--- config.mk ---
export PLATFORM = sky130hd
export DESIGN_NAME = i2c_avalon_csr
export DESIGN_NICKNAME = d
export VERILOG_FILES = /design/src/rtl/i2c_avalon_csr.sv
export SDC_FILE = /design/constraint.sdc
export NUM_CORES = 1
export LEC_CHECK = 0
export BUFFER_PORTS_ARGS = -buffer_cell sky130_fd_sc_hd__buf_2
export CAP_MARGIN = 20
export CORE_UTILIZATION = 32
export DETAILED_ROUTE_END_ITERATION = 10
export PLACE_DENSITY = 0.55
export RECOVER_POWER = 25
export SYNTH_ARGS = -nofsm -noshare
export SYNTH_HDL_FRONTEND = slang
export SYNTH_SLANG_ARGS = --single-unit
--- constraint.sdc ---
create_clock -name clk -period 7.85 [get_ports clk]
set_clock_uncertainty 0.15 [all_clocks]
set_input_delay 1.9625 -clock clk [delete_from_list [all_inputs] [get_ports clk]]
set_output_delay 1.9625 -clock clk [all_outputs]
set_load 0.05 [all_outputs]
--- src/rtl/i2c_avalon_csr.sv ---
// Avalon-MM register front-end for the I2C byte engine: command FIFO, RX FIFO, status/sticky flags, SCL divider.
// Define I2C_IRQ_EN to add the registered irq output and the CTRL[2] irq_en bit.

module i2c_avalon_csr #(
    parameter int          CMD_DEPTH    = 8,
    parameter int          RX_DEPTH     = 8,
    parameter logic [31:0] CLKDIV_RESET = 32'd249
) (
    input  logic        clk,
    input  logic        reset_n,
    input  logic [2:0]  avs_address,
    input  logic        avs_read,
    input  logic        avs_write,
    input  logic [31:0] avs_writedata,
    output logic [31:0] avs_readdata,
    output logic [31:0] clk_div,
    output logic        cmd_valid,
    input  logic        cmd_ready,
    output logic [7:0]  cmd_data,
    output logic        cmd_start,
    output logic        cmd_stop,
    output logic        cmd_read,
    output logic        cmd_nack,
    input  logic        rsp_valid,
    input  logic        rsp_is_read,
    input  logic [7:0]  rsp_data,
    input  logic        rsp_nack,
    input  logic        core_busy
`ifdef I2C_IRQ_EN
    ,
    output logic        irq
`endif
);

    localparam int CAW = $clog2(CMD_DEPTH);
    localparam int RAW = $clog2(RX_DEPTH);

    localparam logic [CAW:0]   CMD_FULL_LVL = (CAW+1)'(CMD_DEPTH);
    localparam logic [RAW:0]   RX_FULL_LVL  = (RAW+1)'(RX_DEPTH);
    localparam logic [CAW:0]   CMD_CNT_ONE  = (CAW+1)'(1);
    localparam logic [RAW:0]   RX_CNT_ONE   = (RAW+1)'(1);
    localparam logic [CAW-1:0] CMD_PTR_ONE  = CAW'(1);
    localparam logic [RAW-1:0] RX_PTR_ONE   = RAW'(1);

    localparam logic [2:0] ADDR_CTRL   = 3'd0;
    localparam logic [2:0] ADDR_CLKDIV = 3'd1;
    localparam logic [2:0] ADDR_CMD    = 3'd2;
    localparam logic [2:0] ADDR_RXDATA = 3'd3;
    localparam logic [2:0] ADDR_STATUS = 3'd4;

    logic [11:0]    cmd_mem_r [CMD_DEPTH];
    logic [CAW-1:0] cmd_wr_ptr_r;
    logic [CAW-1:0] cmd_rd_ptr_r;
    logic [CAW:0]   cmd_cnt_r;
    logic [7:0]     rx_mem_r [RX_DEPTH];
    logic [RAW-1:0] rx_wr_ptr_r;
    logic [RAW-1:0] rx_rd_ptr_r;
    logic [RAW:0]   rx_cnt_r;

    logic        enable_r;
    logic [31:0] clk_div_r;
    logic        cmd_ovf_r;
    logic        rx_ovf_r;
    logic        nack_err_r;
    logic [31:0] readdata_r;

    logic        wr_ctrl_s;
    logic        wr_clkdiv_s;
    logic        wr_cmd_s;
    logic        wr_status_s;
    logic        rd_rxdata_s;
    logic        flush_s;
    logic        cmd_full_s;
    logic        cmd_empty_s;
    logic        rx_full_s;
    logic        rx_empty_s;
    logic        cmd_valid_s;
    logic        cmd_push_s;
    logic        cmd_pop_s;
    logic        cmd_ovf_set_s;
    logic        rx_push_req_s;
    logic        rx_push_s;
    logic        rx_pop_s;
    logic        rx_ovf_set_s;
    logic        nack_set_s;
    logic        irq_en_s;
    logic [11:0] cmd_head_s;
    logic [7:0]  rx_head_s;
    logic [7:0]  cmd_lvl_s;
    logic [7:0]  rx_lvl_s;
    logic [31:0] status_s;
    logic [31:0] rdata_s;

    assign wr_ctrl_s   = avs_write & (avs_address == ADDR_CTRL);
    assign wr_clkdiv_s = avs_write & (avs_address == ADDR_CLKDIV);
    assign wr_cmd_s    = avs_write & (avs_address == ADDR_CMD);
    assign wr_status_s = avs_write & (avs_address == ADDR_STATUS);
    assign rd_rxdata_s = avs_read  & (avs_address == ADDR_RXDATA);
    assign flush_s     = wr_ctrl_s & avs_writedata[1];

    assign cmd_full_s  = (cmd_cnt_r == CMD_FULL_LVL);
    assign cmd_empty_s = (cmd_cnt_r == '0);
    assign rx_full_s   = (rx_cnt_r == RX_FULL_LVL);
    assign rx_empty_s  = (rx_cnt_r == '0);

    // Fullness is judged at cycle start, so a same-cycle pop never rescues a push into a full queue
    assign cmd_valid_s   = enable_r & ~cmd_empty_s;
    assign cmd_pop_s     = cmd_valid_s & cmd_ready;
    assign cmd_push_s    = wr_cmd_s & ~cmd_full_s;
    assign cmd_ovf_set_s = wr_cmd_s & cmd_full_s;

    assign rx_push_req_s = rsp_valid & rsp_is_read;
    assign rx_push_s     = rx_push_req_s & ~rx_full_s;
    assign rx_ovf_set_s  = rx_push_req_s & rx_full_s;
    assign rx_pop_s      = rd_rxdata_s & ~rx_empty_s;
    assign nack_set_s    = rsp_valid & ~rsp_is_read & rsp_nack;

    assign cmd_head_s = cmd_mem_r[cmd_rd_ptr_r];
    assign rx_head_s  = rx_mem_r[rx_rd_ptr_r];
    assign cmd_lvl_s  = 8'(cmd_cnt_r);
    assign rx_lvl_s   = 8'(rx_cnt_r);

    assign cmd_valid    = cmd_valid_s;
    assign cmd_data     = cmd_head_s[7:0];
    assign cmd_start    = cmd_head_s[8];
    assign cmd_stop     = cmd_head_s[9];
    assign cmd_read     = cmd_head_s[10];
    assign cmd_nack     = cmd_head_s[11];
    assign clk_div      = clk_div_r;
    assign avs_readdata = readdata_r;

    assign status_s = {8'd0, rx_lvl_s, cmd_lvl_s, nack_err_r, rx_ovf_r, cmd_ovf_r,
                       rx_full_s, rx_empty_s, cmd_empty_s, cmd_full_s, core_busy};

    // Command FIFO storage (data path, no reset needed)
    always_ff @(posedge clk) begin
        if (cmd_push_s) begin
            cmd_mem_r[cmd_wr_ptr_r] <= avs_writedata[11:0];
        end
    end

    // Command FIFO pointers and occupancy; flush overrides any push/pop
    always_ff @(posedge clk) begin
        if (!reset_n || flush_s) begin
            cmd_wr_ptr_r <= '0;
            cmd_rd_ptr_r <= '0;
            cmd_cnt_r    <= '0;
        end else begin
            if (cmd_push_s) begin
                cmd_wr_ptr_r <= cmd_wr_ptr_r + CMD_PTR_ONE;
            end
            if (cmd_pop_s) begin
                cmd_rd_ptr_r <= cmd_rd_ptr_r + CMD_PTR_ONE;
            end
            case ({cmd_push_s, cmd_pop_s})
                2'b10:   cmd_cnt_r <= cmd_cnt_r + CMD_CNT_ONE;
                2'b01:   cmd_cnt_r <= cmd_cnt_r - CMD_CNT_ONE;
                default: cmd_cnt_r <= cmd_cnt_r;
            endcase
        end
    end

    // RX FIFO storage
    always_ff @(posedge clk) begin
        if (rx_push_s) begin
            rx_mem_r[rx_wr_ptr_r] <= rsp_data;
        end
    end

    // RX FIFO pointers and occupancy; flush overrides any push/pop
    always_ff @(posedge clk) begin
        if (!reset_n || flush_s) begin
            rx_wr_ptr_r <= '0;
            rx_rd_ptr_r <= '0;
            rx_cnt_r    <= '0;
        end else begin
            if (rx_push_s) begin
                rx_wr_ptr_r <= rx_wr_ptr_r + RX_PTR_ONE;
            end
            if (rx_pop_s) begin
                rx_rd_ptr_r <= rx_rd_ptr_r + RX_PTR_ONE;
            end
            case ({rx_push_s, rx_pop_s})
                2'b10:   rx_cnt_r <= rx_cnt_r + RX_CNT_ONE;
                2'b01:   rx_cnt_r <= rx_cnt_r - RX_CNT_ONE;
                default: rx_cnt_r <= rx_cnt_r;
            endcase
        end
    end

    // CTRL enable bit and CLKDIV register
    always_ff @(posedge clk) begin
        if (!reset_n) begin
            enable_r  <= 1'b0;
            clk_div_r <= CLKDIV_RESET;
        end else begin
            if (wr_ctrl_s) begin
                enable_r <= avs_writedata[0];
            end
            if (wr_clkdiv_s) begin
                clk_div_r <= avs_writedata;
            end
        end
    end

    // Sticky error flags: a set event beats a same-cycle W1C
    always_ff @(posedge clk) begin
        if (!reset_n) begin
            cmd_ovf_r  <= 1'b0;
            rx_ovf_r   <= 1'b0;
            nack_err_r <= 1'b0;
        end else begin
            cmd_ovf_r  <= cmd_ovf_set_s | (cmd_ovf_r  & ~(wr_status_s & avs_writedata[5]));
            rx_ovf_r   <= rx_ovf_set_s  | (rx_ovf_r   & ~(wr_status_s & avs_writedata[6]));
            nack_err_r <= nack_set_s    | (nack_err_r & ~(wr_status_s & avs_writedata[7]));
        end
    end

`ifdef I2C_IRQ_EN
    logic irq_en_r;
    logic irq_r;

    assign irq_en_s = irq_en_r;
    assign irq      = irq_r;

    // Interrupt enable and registered interrupt request
    always_ff @(posedge clk) begin
        if (!reset_n) begin
            irq_en_r <= 1'b0;
            irq_r    <= 1'b0;
        end else begin
            if (wr_ctrl_s) begin
                irq_en_r <= avs_writedata[2];
            end
            irq_r <= irq_en_r & ((cmd_empty_s & ~core_busy) | ~rx_empty_s |
                                 cmd_ovf_r | rx_ovf_r | nack_err_r);
        end
    end
`else
    assign irq_en_s = 1'b0;
`endif

    // Read-data multiplexer; flush bit always reads back as 0
    always_comb begin
        rdata_s = 32'd0;
        case (avs_address)
            ADDR_CTRL:   rdata_s = {29'd0, irq_en_s, 1'b0, enable_r};
            ADDR_CLKDIV: rdata_s = clk_div_r;
            ADDR_RXDATA: begin
                if (!rx_empty_s) begin
                    rdata_s = {22'd0, 1'b0, 1'b1, rx_head_s};
                end else begin
                    rdata_s = 32'd0;
                end
            end
            ADDR_STATUS: rdata_s = status_s;
            default:     rdata_s = 32'd0;
        endcase
    end

    // Registered read data, held between reads
    always_ff @(posedge clk) begin
        if (!reset_n) begin
            readdata_r <= 32'd0;
        end else if (avs_read) begin
            readdata_r <= rdata_s;
        end
    end

endmodule

==> impl_metrics.env, run 1 <==
export IMPL_yosysMostFrequentCell="edfxtp_1"
export IMPL_synth_nets=776
export IMPL_syn_area_per_cell_sq_um=14.23
export IMPL_yosysWarningCount=0
export IMPL_path_class="flip-flop to output pin"
export IMPL_status="complete, no violations"
export IMPL_port_buffers=128
export IMPL_synth_distinct_cells=53
export IMPL_ir_drop_mv=0.1868
export IMPL_cap_violations=0
export IMPL_final_util=0.3925
export IMPL_holdPathEnd="clk_div[29]"
export IMPL_syn_inst=714
export IMPL_syn_to_final_growth_pct=19.44
export IMPL_synth_flop_cell="edfxtp_1"
export IMPL_hold_path_class="flip-flop to flip-flop"
export IMPL_slew_viol_final=0
export IMPL_startpoint_type="flip-flop"
export IMPL_synth_top_area_cell="edfxtp_1"
export IMPL_grt_pass1_wl_um=36110
export IMPL_ff2ff_setup_slack_ps=5090
export IMPL_post_route_min_period_ps=4464
export IMPL_die_y_um=180.2
export IMPL_hp_start="clk_div[29]"
export IMPL_synth_top_area_frac=0.4730
export IMPL_cts_tree="yes"
export IMPL_place_hpwl_um=16220
export IMPL_clk_latency_ps=530
export IMPL_routed_wl_um=23650
export IMPL_grt_overflow=0
export IMPL_avgRoutedWirePerCell_um=18.78
export IMPL_synth_area_sq_mm=0.01016
export IMPL_fin_crit_sh=0.5687
export IMPL_reg2reg_to="cmd_cnt_r[2]"
export IMPL_nFillCells=2949
export IMPL_drtIter0Drc=358
export IMPL_clock_fmax_ghz=0.2240
export IMPL_synth_common_cells="160 x edfxtp_1, 94 x dfxtp_1, 81 x nand2_1, 40 x mux4_2, 38 x nor2b_1"
export IMPL_path_clk_slew_ps=60
export IMPL_htree_levels=1
export IMPL_vias=6004
export IMPL_power_density_mw_per_mm2=231.1
export IMPL_cp_max_fo=24
export IMPL_die_x_um=180.2
export IMPL_postCtsSetupBuffers=0
export IMPL_synthTopCellsByArea="edfxtp_1 47%, dfxtp_1 19%, mux4_2 8.9%"
export IMPL_cp_end_kind="output pin"
export IMPL_async_flop_share=0
export IMPL_seq_area_frac_synth=0.6582
export IMPL_synth_edf_count=160
export IMPL_place_gp_congestion=0.7625
export IMPL_postCtsResizedCells=0
export IMPL_required_ps=5740
export IMPL_p_leak_uw=0.004194
export IMPL_ios=129
export IMPL_grt_max_degree=63
export IMPL_core_sq_mm=0.03091
export IMPL_rsz0062_at_grt="false"
export IMPL_clock_path_buffers=3
export IMPL_postCtsHoldBufs=0
export IMPL_path_cells="buf_4 -> mux4_2 -> mux2_2 -> buf_2"
export IMPL_dieArea_sq_mm=0.03246
export IMPL_nets=902
export IMPL_rows=64
export IMPL_grt_antenna_before_repair=1
export IMPL_holdPathStages=2
export IMPL_setup_violations_final=0
export IMPL_final_hold_viol_count=0
export IMPL_ys_ff_latch=254
export IMPL_grt_pass1_vias=5944
export IMPL_slew_headroom=0.3152
export IMPL_cpMaxStageDelayCell="mux4_2"
export IMPL_viasPerCell=4.769
export IMPL_layout_drive_gt1_share=0.2715
export IMPL_grt_util_all_layers=0.1446
export IMPL_worst_slew_pin_slew_ps=1025
export IMPL_start_util=0.3287
export IMPL_first_pass_iters=4
export IMPL_cp_data_arrival_time_ps=2350
export IMPL_cpPeakStageDelay_ps=600
export IMPL_fin_total_pwr_uw=2804
export IMPL_root_buffer="clkbuf_16"
export IMPL_cts_inserted_buffers=28
export IMPL_tns_ps=0
export IMPL_worstReg2RegStart="cmd_cnt_r[1]"
export IMPL_antenna_left=0
export IMPL_clock_sinks=254
export IMPL_drt_drc_violations_left=0
export IMPL_r2r_cells=9
[cells by family after synthesis]
logic type	count (synthesis)	share of synthesized area
AOI/OAI and AO/OA	111	0.07390
xor gates and xnor gates	13	0.01195
adders and majority gates	10	0.01232
buffers and inverters	57	0.02599
DFF	254	0.6582
muxes	64	0.1138
and+or+nand+nor	205	0.1038
[stage by stage]
stage | worst slack [ps] | cells | hold WS (ps) | area, sq um
3_3_place_gp | 3522 | 1199 | 313.2 | 11180
4_1_cts | 3323 | 1256 | 322.8 | 12130
3_5_place_dp | 3537 | 1204 | 313.8 | 11240
2_1_floorplan | 3483 | 714 | 304.1 | 10160
6_report | 3386 | 1259 | 321.4 | 12130
5_1_grt | 3236 | 1259 | 345.0 | 12130
[registers in the layout, summed over array words and instances, names as in the netlist, named ones only]
signal,cells
rx_mem_r,64
cmd_rd_ptr_r,3
rx_ovf_r,1
rx_rd_ptr_r,3
avs_readdata,32
rx_wr_ptr_r,3
enable_r,1
cmd_cnt_r,4
rx_cnt_r,4
clk_div,32
cmd_mem_r,96
nack_err_r,1
cmd_ovf_r,1
cmd_wr_ptr_r,3
[cell usage in the layout (no fill, tap or decap), types with 11 or more instances in the layout]
cell / instances
clkbuf_1: 26
buf_2: 112
o21ai_0: 12
a21boi_0: 20
nand3_1: 16
edfxtp_1: 160
mux4_2: 40
mux2_2: 12
mux2i_1: 12
inv_1: 11
nand2_1: 81
a21oi_1: 28
nor2b_1: 38
dfxtp_1: 94
clkbuf_16: 29
nor2_1: 25
a22oi_1: 16
[cell type report]
| cell class | count | area, sq um | share of cell area |
|---|---|---|---|
| antenna | 1 | 2.502 | 0.0002062 |
| clock buffer | 47 | 867.1 | 0.07147 |
| clock inverter | 5 | 23.77 | 0.001959 |
| inverter | 11 | 41.29 | 0.003403 |
| multi-input combinational | 403 | 3259 | 0.2686 |
| sequential | 254 | 6686 | 0.5511 |
| tap | 396 | 495.5 | 0.04084 |
| timing repair buffer | 142 | 757.0 | 0.06239 |
[power breakdown]
| group | leakage, uW | switching, uW | internal (uW) | total [uW] |
|---|---|---|---|---|
| Clock | 0.000441 | 501 | 746 | 1250 |
| Combinational | 0.00155 | 80.6 | 37.0 | 118 |
| Sequential | 0.00220 | 9.87 | 1430 | 1440 |
[how the worst max path moves through the flow]
stage	start	endpoint	cells after the start
after floorplan	avs_address[2]	cmd_mem_r[0][0]	4
after global placement	avs_read	rx_cnt_r[2]	9
after detailed placement	avs_read	rx_cnt_r[2]	9
after CTS	flip-flop	cmd_data[2]	4
after global routing	flip-flop	cmd_read	4
final	flip-flop	cmd_read	4
[layer usage]
layer,vias up,track usage,part of all wire
li1,2916,-,-
met1,2930,0.1829,0.43
met2,125,0.2462,0.49
met3,33,0.03496,0.054
met4,0,0.03966,0.022
met5,-,0,0
[critical path, delay by kind of cell (launching register included)]
| family | cells | cell delay, ps |
|---|---|---|
| flops | 1 | 300 |
| mux | 2 | 880 |
| buf+inv | 2 | 630 |
Power figures use the tool's default switching activity.
==> inputs of run 2 (changes only) <==
Settings changed: PLACE_DENSITY 0.55 to 0.57.
Clock period 7.85 ns to 3.9 ns, I/O delays scaled along.
==> run 2 against run 1 <==
Net effect:
- worst hold slack worse by 0.53 ps
- cell count increased by 0.64%
- combinational power increased by 100%
- clock power increased by 110%
- flip-flop and latch count is the same
- critical path depth is the same
- utilization grew 0.19 points
- critical endpoint is now cmd_start
- largest power group unchanged
==> impl_metrics.env, run 2 (synthesized netlist as in run 1, its figures left out) <==
export IMPL_top_register="cmd_mem_r"
export IMPL_cp_data_arrival_time_ps=2330
export IMPL_clock_fmax_ghz=0.2893
export IMPL_grt_pass1_wl_um=36440
export IMPL_path_clk_slew_ps=60
export IMPL_avgRoutedWirePerCell_um=18.93
export IMPL_syn_to_final_growth_pct=20.01
export IMPL_grt_overflow=0
export IMPL_cp_end_kind="output pin"
export IMPL_final_hold_viol_count=0
export IMPL_clock_sinks=254
export IMPL_routed_wl_um=23990
export IMPL_fin_crit_sh=0.8864
export IMPL_design_area_sq_mm=0.01219
export IMPL_layout_drive_gt1_share=0.2801
export IMPL_power_density_mw_per_mm2=467.7
export IMPL_setup_ws_ps=442.9
export IMPL_place_ws_ps=618.2
export IMPL_clk_latency_ps=520
export IMPL_most_common_layout_cells="160 x edfxtp_1, 111 x buf_2, 94 x dfxtp_1"
export IMPL_largest_register_ffs=96
export IMPL_postCtsSetupBuffers=0
export IMPL_grt_max_degree=60
export IMPL_nets=913
export IMPL_first_pass_iters=4
export IMPL_drt_drc_violations_left=0
export IMPL_postCtsHoldBufs=0
export IMPL_grt_util_all_layers=0.1467
export IMPL_ios=129
export IMPL_path_cells="buf_4 -> mux4_2 -> mux2_2 -> buf_2"
export IMPL_root_buffer="clkbuf_16"
export IMPL_dieArea_sq_mm=0.03246
export IMPL_rows=64
export IMPL_cpMaxStageDelayCell="mux4_2"
export IMPL_holdWs_ps=320.8
export IMPL_cts_inserted_buffers=27
export IMPL_cap_violations=0
export IMPL_place_hpwl_um=15950
export IMPL_die_x_um=180.2
export IMPL_grt_pass1_vias=6007
export IMPL_post_route_min_period_ps=3457
export IMPL_slew_viol_final=0
export IMPL_postCtsResizedCells=0
export IMPL_viasPerCell=4.809
export IMPL_vias=6093
export IMPL_cts_tree="yes"
export IMPL_antenna_left=0
export IMPL_place_gp_congestion=0.7475
export IMPL_dpl_cell_area_sq_mm=0.01131
export IMPL_p_leak_uw=0.004234
export IMPL_worst_slew_pin_slew_ps=822.6
export IMPL_drtIter0Drc=356
export IMPL_required_ps=2770
export IMPL_clock_path_buffers=3
export IMPL_final_common_cell="edfxtp_1"
export IMPL_grt_antenna_before_repair=0
export IMPL_setup_violations_final=0
export IMPL_core_sq_mm=0.03091
export IMPL_slew_headroom=0.4503
export IMPL_nFillCells=2991
export IMPL_status="complete, no violations"
export IMPL_diodes=0
export IMPL_top_regs="cmd_mem_r x96, rx_mem_r x64"
export IMPL_htree_levels=1
export IMPL_tns_ps=0
export IMPL_port_buffers=128
export IMPL_hold_path_class="flip-flop to flip-flop"
export IMPL_path_class="flip-flop to output pin"
export IMPL_cp_max_fo=24
export IMPL_start_util=0.3287
export IMPL_rsz0062_at_grt="false"
export IMPL_die_y_um=180.2
export IMPL_cpPeakStageDelay_ps=570
export IMPL_startpoint_type="flip-flop"
export IMPL_ir_drop_mv=0.3614
==> run 2: cell types whose count changed in the layout (fill, tap and decap cells not counted), moves of 2 or more <==
cell	previous run	this run
nor3_1	2	4
clkbuf_8	7	3
bufinv_16	0	2
buf_4	10	26
buf_6	3	0
clkbuf_1	26	23
clkinvlp_4	0	3
nor3_2	6	4
==> run 2: critical path: cells and delay by family, from the launching register on <==
| family | cells | cell delay, ps |
|---|---|---|
| multiplexers | 2 | 860 |
| flip-flops | 1 | 300 |
| buffers and inverters | 2 | 630 |
==> run 2: through the flow <==
step	util	instances	power [uW]
floorplan	-	714	3093
global placement	0.3659	1218	3196
detailed placement	0.3659	1218	3198
CTS	0.3951	1267	5768
global route	0.3944	1267	5880
finish	0.3944	1267	5703
==> run 2: final timing paths <==
check,to,depth (start not counted),from,slack (ps)
worst max-delay path,cmd_start,4,flip-flop,440
worst min register to register,clk_div[27],2,clk_div[27],320
worst max register to register,rx_cnt_r[2],9,rx_cnt_r[3],1130
worst min-delay path,clk_div[27],2,clk_div[27],320
==> run 2: final cells by class <==
cell class                      count  area, sq um  area share
Clock buffer                       39        794.5     0.06517
Clock inverter                     10        110.1    0.009031
Inverter                           11        41.29    0.003387
Multi-Input combinational cell    403         3249      0.2665
Sequential cell                   254         6686      0.5484
Tap cell                          396        495.5     0.04064
Timing Repair Buffer              154        814.5     0.06681
==> run 2: routing by layer <==
| layer | up-vias | global-route usage | wire [um] |
|---|---|---|---|
| met5 | - | 0 | 0 |
| met4 | 0 | 0.03487 | 489 |
| met3 | 40 | 0.02728 | 1097 |
| met2 | 132 | 0.2479 | 11420 |
| met1 | 2996 | 0.1945 | 10980 |
| li1 | 2925 | - | - |
==> run 2: report_power, final <==
part           total (uW)  internal, uW  switching (uW)
combinational         239          76.2             162
sequential           2900          2880            20.3
clock                2570          1550            1020
total                5700          4500            1200
